$ cat config.mk
export PLATFORM = sky130hd
export DESIGN_NAME = serial_adder_flat
export DESIGN_NICKNAME = d
export VERILOG_FILES = /design/src/rtl/serial_adder_if.sv /design/src/rtl/serial_adder.sv /design/src/flat_wrapper.sv
export SDC_FILE = /design/constraint.sdc
export NUM_CORES = 1
export LEC_CHECK = 0
export CORE_ASPECT_RATIO = 0.7
export CORE_MARGIN = 1.5
export CORE_UTILIZATION = 50
export DETAILED_ROUTE_END_ITERATION = 12
export PLACE_DENSITY_LB_ADDON = 0.05
export SETUP_SLACK_MARGIN = 0.2
export SKIP_CTS_REPAIR_TIMING = 1
export SYNTH_ARGS = -nofsm -noshare
export SYNTH_HDL_FRONTEND = slang
export SYNTH_SLANG_ARGS = --single-unit
$ cat constraint.sdc
create_clock -name clk -period 1.7 [get_ports clk]
set_input_delay 0.34 -clock clk [delete_from_list [all_inputs] [get_ports clk]]
set_output_delay 0.34 -clock clk [all_outputs]
set_load 0.02 [all_outputs]
$ cat src/rtl/serial_adder_if.sv
// Start/done handshake bundle between an operand source and the serial adder.
// The master drives operands and start; the slave returns busy/done and the result.
interface serial_adder_if #(
  parameter int WIDTH = 8
) ();
  logic             start;
  logic [WIDTH-1:0] a;
  logic [WIDTH-1:0] b;
  logic             cin;
  logic             busy;
  logic             done;
  logic [WIDTH-1:0] sum;
  logic             cout;

  modport master (
    output start, a, b, cin,
    input  busy, done, sum, cout
  );

  modport slave (
    input  start, a, b, cin,
    output busy, done, sum, cout
  );
endinterface

$ cat src/rtl/serial_adder.sv
// Bit-serial adder: one full-adder slice processes one bit per clock, LSB first.
// state | meaning
// IDLE  | waiting for start; result registers hold the last completed sum
// RUN   | one bit per edge through the slice; busy high
// DONE  | one-cycle done pulse; start here launches the next add directly
module serial_adder #(
  parameter int WIDTH = 8
) (
  input logic          clk,
  input logic          rst,
  serial_adder_if.slave bus
);
  localparam int CNT_W = (WIDTH > 1) ? $clog2(WIDTH) : 1;
  localparam logic [CNT_W-1:0] LAST = CNT_W'(WIDTH - 1);

  typedef enum logic [1:0] {IDLE, RUN, DONE} state_t;

  state_t           state;
  logic [WIDTH-1:0] sa;
  logic [WIDTH-1:0] sb;
  logic [WIDTH-1:0] ps;
  logic             carry;
  logic [CNT_W-1:0] cnt;
  logic             busy_q;
  logic             done_q;
  logic [WIDTH-1:0] sum_q;
  logic             cout_q;

  logic             fa_s;
  logic             fa_co;
  logic [WIDTH-1:0] ps_next;

  always_comb begin
    fa_s    = sa[0] ^ sb[0] ^ carry;
    fa_co   = (sa[0] & sb[0]) | (sa[0] & carry) | (sb[0] & carry);
    ps_next = {fa_s, ps[WIDTH-1:1]};
  end

  always_ff @(posedge clk) begin
    if (rst) begin
      state  <= IDLE;
      sa     <= '0;
      sb     <= '0;
      ps     <= '0;
      carry  <= 1'b0;
      cnt    <= '0;
      busy_q <= 1'b0;
      done_q <= 1'b0;
      sum_q  <= '0;
      cout_q <= 1'b0;
    end else begin
      case (state)
        IDLE, DONE: begin
          done_q <= 1'b0;
          if (bus.start) begin
            sa     <= bus.a;
            sb     <= bus.b;
            carry  <= bus.cin;
            ps     <= '0;
            cnt    <= '0;
            busy_q <= 1'b1;
            state  <= RUN;
          end else begin
            busy_q <= 1'b0;
            state  <= IDLE;
          end
        end
        RUN: begin
          ps    <= ps_next;
          sa    <= sa >> 1;
          sb    <= sb >> 1;
          carry <= fa_co;
          cnt   <= cnt + 1'b1;
          // Last bit: publish the result straight from the slice outputs.
          if (cnt == LAST) begin
            sum_q  <= ps_next;
            cout_q <= fa_co;
            busy_q <= 1'b0;
            done_q <= 1'b1;
            state  <= DONE;
          end
        end
        default: begin
          busy_q <= 1'b0;
          done_q <= 1'b0;
          state  <= IDLE;
        end
      endcase
    end
  end

  assign bus.busy = busy_q;
  assign bus.done = done_q;
  assign bus.sum  = sum_q;
  assign bus.cout = cout_q;
endmodule

$ cat src/flat_wrapper.sv
// flat-port wrapper written by rule: the top's interface ports become plain ports
module serial_adder_flat 
#(
  parameter int WIDTH = 8
)
  (clk, rst, bus_start, bus_a, bus_b, bus_cin, bus_busy, bus_done, bus_sum, bus_cout);
  serial_adder_if #(.WIDTH(WIDTH)) bus_i ();
  input logic clk;
  input logic rst;
  input wire logic [$bits(bus_i.start)-1:0] bus_start;
  input wire logic [$bits(bus_i.a)-1:0] bus_a;
  input wire logic [$bits(bus_i.b)-1:0] bus_b;
  input wire logic [$bits(bus_i.cin)-1:0] bus_cin;
  output wire logic [$bits(bus_i.busy)-1:0] bus_busy;
  output wire logic [$bits(bus_i.done)-1:0] bus_done;
  output wire logic [$bits(bus_i.sum)-1:0] bus_sum;
  output wire logic [$bits(bus_i.cout)-1:0] bus_cout;
  assign bus_i.start = bus_start;
  assign bus_i.a = bus_a;
  assign bus_i.b = bus_b;
  assign bus_i.cin = bus_cin;
  assign bus_busy = bus_i.busy;
  assign bus_done = bus_i.done;
  assign bus_sum = bus_i.sum;
  assign bus_cout = bus_i.cout;
  serial_adder #(.WIDTH(WIDTH)) u_core (.clk(clk), .rst(rst), .bus(bus_i));
endmodule
======== After elaboration in Yosys (flattened, before gate mapping) ========
Index checks and enable logic that the tools add are counted.
storage, ports and cells
  memory bits (writable) .................. 0
  input port bits ......................... 20
  word-level logic and storage cells ...... 46
  register bits after elaboration ......... 41
  bits in read-only memories .............. 0
  latch bits .............................. 0
  memories kept ........................... 0
cells by class
  multiply operators ...................... 0
  order comparisons ....................... 0
  reduce and logical (&&, ||, !) cells .... 6
  shift operators ......................... 0
  bitwise logic cells ..................... 8
  add/subtract/negate cells ............... 1
  divide/modulo/power cells ............... 0
  eq/ne operators ......................... 5
  multiplexer cells ....................... 16
operators by type and width
  cell                 count
  $pmux 8 s2           3
  $mux 8               3
  $pmux 3 s2           1
  $mux 1               4
  $pmux 1 s2           2
  $pmux 2 s2           1
  $reduce_and 2->1     2
  $reduce_or 2->1      2
  $add 3x1->3 const B  1
  $and 1x1->1          3
  $eq 3x3->1 const B   1
  $mux 3               1
  $eq 2x1->1 const B   1
  $eq 2x2->1 const B   1
  $logic_not 2->1      1
  $mux 2               1
  $ne 2x1->1 const B   1
  $ne 2x2->1 const B   1
  $or 1x1->1           2
  $reduce_bool 2->1    1
  $xor 1x1->1          2
  $not 1->1            1

======== Logic depth before layout (Yosys ltp) ========
  word-level depth ........................ 4
  mapped depth ............................ 5
  gate-level depth less buffers ........... 5

======== Least setup slack after synthesis ========
OpenSTA, ideal clock, no wires.
  kind .................................... register to register
  start ................................... reg u_core.state[0]
  end ..................................... reg u_core.sa[2]
  library setup time ...................... 0.137 ns
  arrival time ............................ 1.069 ns
  path slack .............................. 0.494 ns
  stages on the path, launching flop included .. 6
  path buffers ............................ 2
  cell sequence ........................... dfxtp_1 nor2b_1 buf_2 buf_2 nor3_1 nor3_2
on the way
  word-level cells in the longest chain between the ends .. 4
  elaborated cells between the ends (all ways) .. 8
  those cells by class .................... 3 x eq/ne; 1 x mux; 4 x reduce/logical
RTL lines
  item                                                                     RTL line            source
  from (decl)                                                              serial_adder.sv:18  state_t state;
  from (signal assigned)                                                   serial_adder.sv:41  state <= IDLE;
  from (signal assigned)                                                   serial_adder.sv:62  state <= RUN;
  from (signal assigned)                                                   serial_adder.sv:65  state <= IDLE;
  $eq 2x2->1 / $logic_not 2->1 (equally long branches)                     serial_adder.sv:52  case (state)
  $reduce_or 2->1                                                          serial_adder.sv:52
  $ne 2x2->1 (no source line) / $reduce_bool 2->1 (equally long branches)  n/a
  $reduce_and 2->1 (no source line)                                        n/a
  to (signal assigned)                                                     serial_adder.sv:56  sa <= bus.a;
  to (signal assigned)                                                     serial_adder.sv:70  sa <= sa >> 1;
  to (decl)                                                                serial_adder.sv:19  logic [WIDTH-1:0] sa;
Several ways; a longest one is shown, not always the timed one.
A chain may end at the register's enable or synchronous reset.

==> impl_metrics.env <==
export IMPL_status="completed"
export IMPL_synth_area_um2=1569
export IMPL_max_freq_mhz=775.5
export IMPL_rsz0062_at_grt="false"
export IMPL_grt_pass1_vias=1283
export IMPL_gp_congestion=0.7484
export IMPL_clock_path_buffers=2
export IMPL_crit_required_ns=1.36
export IMPL_fillCellCount=228
export IMPL_power_density_nw_per_um2=913.9
export IMPL_worst_path_buf_inv=1
export IMPL_tightest_slew_ns=0.2405
export IMPL_crit_type="flop to output pin"
export IMPL_crit_family="flip-flops"
export IMPL_maxSlewHeadroom_pct=83.86
export IMPL_die_area_um2=3489
export IMPL_synth_top_area_cell="dfxtp_1"
export IMPL_synth_seq_cells=39
export IMPL_core_area_um2=2883
export IMPL_grt_pass1_wl_um=5506
export IMPL_critPathSlowestCell="dfxtp_1"
export IMPL_dp_hpwl_um=2059
export IMPL_drt_iter0_drc=47
export IMPL_num_vias=1347
export IMPL_layout_worst_path_cycle_share_pct=75.85
export IMPL_synth_simple_gate_area_share_pct=27.35
export IMPL_yosysUniqueCellTypes=22
export IMPL_htreeDepth=2
export IMPL_critical_path_max_stage_delay_ns=0.41
export IMPL_io_pins=31
export IMPL_antenna_left=0
export IMPL_avgViaCountPerCell=5.453
export IMPL_yosys_mux_area_fraction_pct=0
export IMPL_cts_tree="yes"
export IMPL_io_buffers=30
export IMPL_wl_per_cell_um=13.08
export IMPL_ys_warn_count=0
export IMPL_preCtsSetupSlack_ns=0.1090
export IMPL_netlist_area_leader_share_pct=49.76
export IMPL_stdcell_area_um2=2023
export IMPL_startpoint_type="flop"
export IMPL_cts_sinks=39
export IMPL_syn_inst=180
export IMPL_place_area_um2=1899
export IMPL_critPathCaptureType="output pin"
export IMPL_drv_cap=0
export IMPL_antenna_cells=0
export IMPL_synth_xor_area_share_pct=0
export IMPL_antenna_found_initial=0
export IMPL_netlist_top_cells_area="dfxtp_1 (50%), a21oi_1 (6.7%), nand3_1 (6.7%)"
export IMPL_drv_slew=0
export IMPL_synthesis_nets=203
export IMPL_grt_max_degree=40
export IMPL_cts_root_buf="clkbuf_8"
export IMPL_wirelength_um=3230
export IMPL_irDropWorstVdd_mv=0.6536
export IMPL_setup_viol=0
export IMPL_die_h_um=49.87
export IMPL_synth_top_family_by_area="simple AND/OR/NAND/NOR gates"
export IMPL_synth_fa_ha_area_share_pct=2.871
export IMPL_area_delta_synth_final_pct=28.95
export IMPL_seqCellArea_um2=780.7
export IMPL_path_cells="dlymetal6s2s_1"
export IMPL_crit_fanout=6
export IMPL_cts_clk_slew_worst_paths_ns=0.07
export IMPL_hold_viol=0
export IMPL_setup_tns_ns=0
export IMPL_min_delay_path_class="flop to flop"
export IMPL_finalNetCount=233
export IMPL_arrival_ns=0.95
export IMPL_grt_usage_pct=20.16
export IMPL_dr_pass1_iters=4
export IMPL_insertion_delay_ns=0.29
export IMPL_leakage_nw=0.9012
export IMPL_fin_crit_ns=1.289
export IMPL_multiInputGateArea_um2=688.2
export IMPL_setup_slack_ns=0.4106
export IMPL_syn_area_per_cell_um2=8.717
export IMPL_remaining_drc_errors=0
export IMPL_overflow=0
export IMPL_fin_skew_ns=0.003460
export IMPL_drive_above_1_share_pct=10.90
export IMPL_start_util_pct=54.43
export IMPL_cts_buffers=5
export IMPL_ys_seq_area_share_pct=49.76
export IMPL_die_w_um=69.96
export IMPL_synth_compound_area_share_pct=13.64
export IMPL_fp_row_count=16
[state kept, by name (all words and copies together) (netlist names)]
name             count
u_core.cnt           3
u_core.state         2
u_core.ps            7
u_core.sb            8
u_core.carry         1
u_core.bus.cout      1
u_core.sa            8
u_core.bus.done      1
u_core.bus.sum       8
[report_power, final]
| part | switching (W) | total [W] | internal, W |
|---|---|---|---|
| clock | 0.000306 | 0.000593 | 0.000288 |
| combinational | 0.000137 | 0.000265 | 0.000128 |
| sequential | 0.0000296 | 0.000990 | 0.000961 |
[metal layers]
| layer | GRT usage (%) | wire, um |
|---|---|---|
| met1 | 26.09 | 1613 |
| met2 | 31.11 | 1398 |
| met3 | 5.317 | 151 |
| met4 | 10.58 | 66 |
| met5 | 0 | 0 |
[cell families after synthesis]
group | Yosys count
compound gates | 37
fa+ha+maj | 3
simple gates | 84
flops | 39
buf+inv | 17
[worst paths after layout]
kind,start,slack [ns],cells after the start,end
hold / removal,u_core.bus.sum[4],0.45,2,u_core.bus.sum[4]
hold reg to reg,u_core.bus.sum[4],0.45,2,u_core.bus.sum[4]
setup / recovery,u_core.state[0],0.41,1,bus_busy
setup reg to reg,u_core.cnt[0],0.44,6,u_core.bus.cout
[stage by stage]
step | cells | total power, W | util (%) | hold slack, ns
after detailed placement | 237 | 0.001273 | 65.89 | 0.4508
final | 247 | 0.001849 | 70.18 | 0.4506
after global routing | 247 | 0.001930 | 70.18 | 0.4792
after CTS | 245 | 0.001865 | 68.71 | 0.4601
after floorplan | 180 | 0.001187 | - | 0.4438
after global placement | 237 | 0.001264 | 65.89 | 0.4442
[cell type report]
class | count | area share (%)
flip-flops and latches | 39 | 38.59
multi-input cells | 124 | 34.01
repair buffers | 40 | 21.15
clock buffers | 7 | 3.772
well taps | 36 | 2.226
clock inverters | 1 | 0.2474
[cell usage in the layout (no fill, tap or decap)]
master           Yosys  final
a21oi_1             21     21
nor3b_1              1      1
a311oi_1             3      3
nor3_2               7      7
buf_12               0      2
clkbuf_1             2      2
buf_4                3      8
nor3_1              18     18
ha_1                 2      2
clkinv_2             0      1
o21a_1               1      1
nand2b_1             3      3
nand3b_1             1      1
fa_1                 1      1
o22ai_1             12     12
nor2b_1              1      1
nand2_1             26     26
clkdlybuf4s50_1      0     19
and2b_1              1      1
clkbuf_8             0      5
nor2_1               5      5
dlymetal6s2s_1       0     11
nand3_1             21     21
dfxtp_1             39     39
[cell usage after synthesis (all sizes together)]
cell	number
nand3b	1
o22ai	12
buf	15
ha	2
nand2b	3
fa	1
dfxtp	39
a21oi	21
and2b	1
nor3	25
clkbuf	2
a311oi	3
nor3b	1
nor2	5
nor2b	1
o21a	1
nand2	26
nand3	21
(Power assumes the default switching activity.)
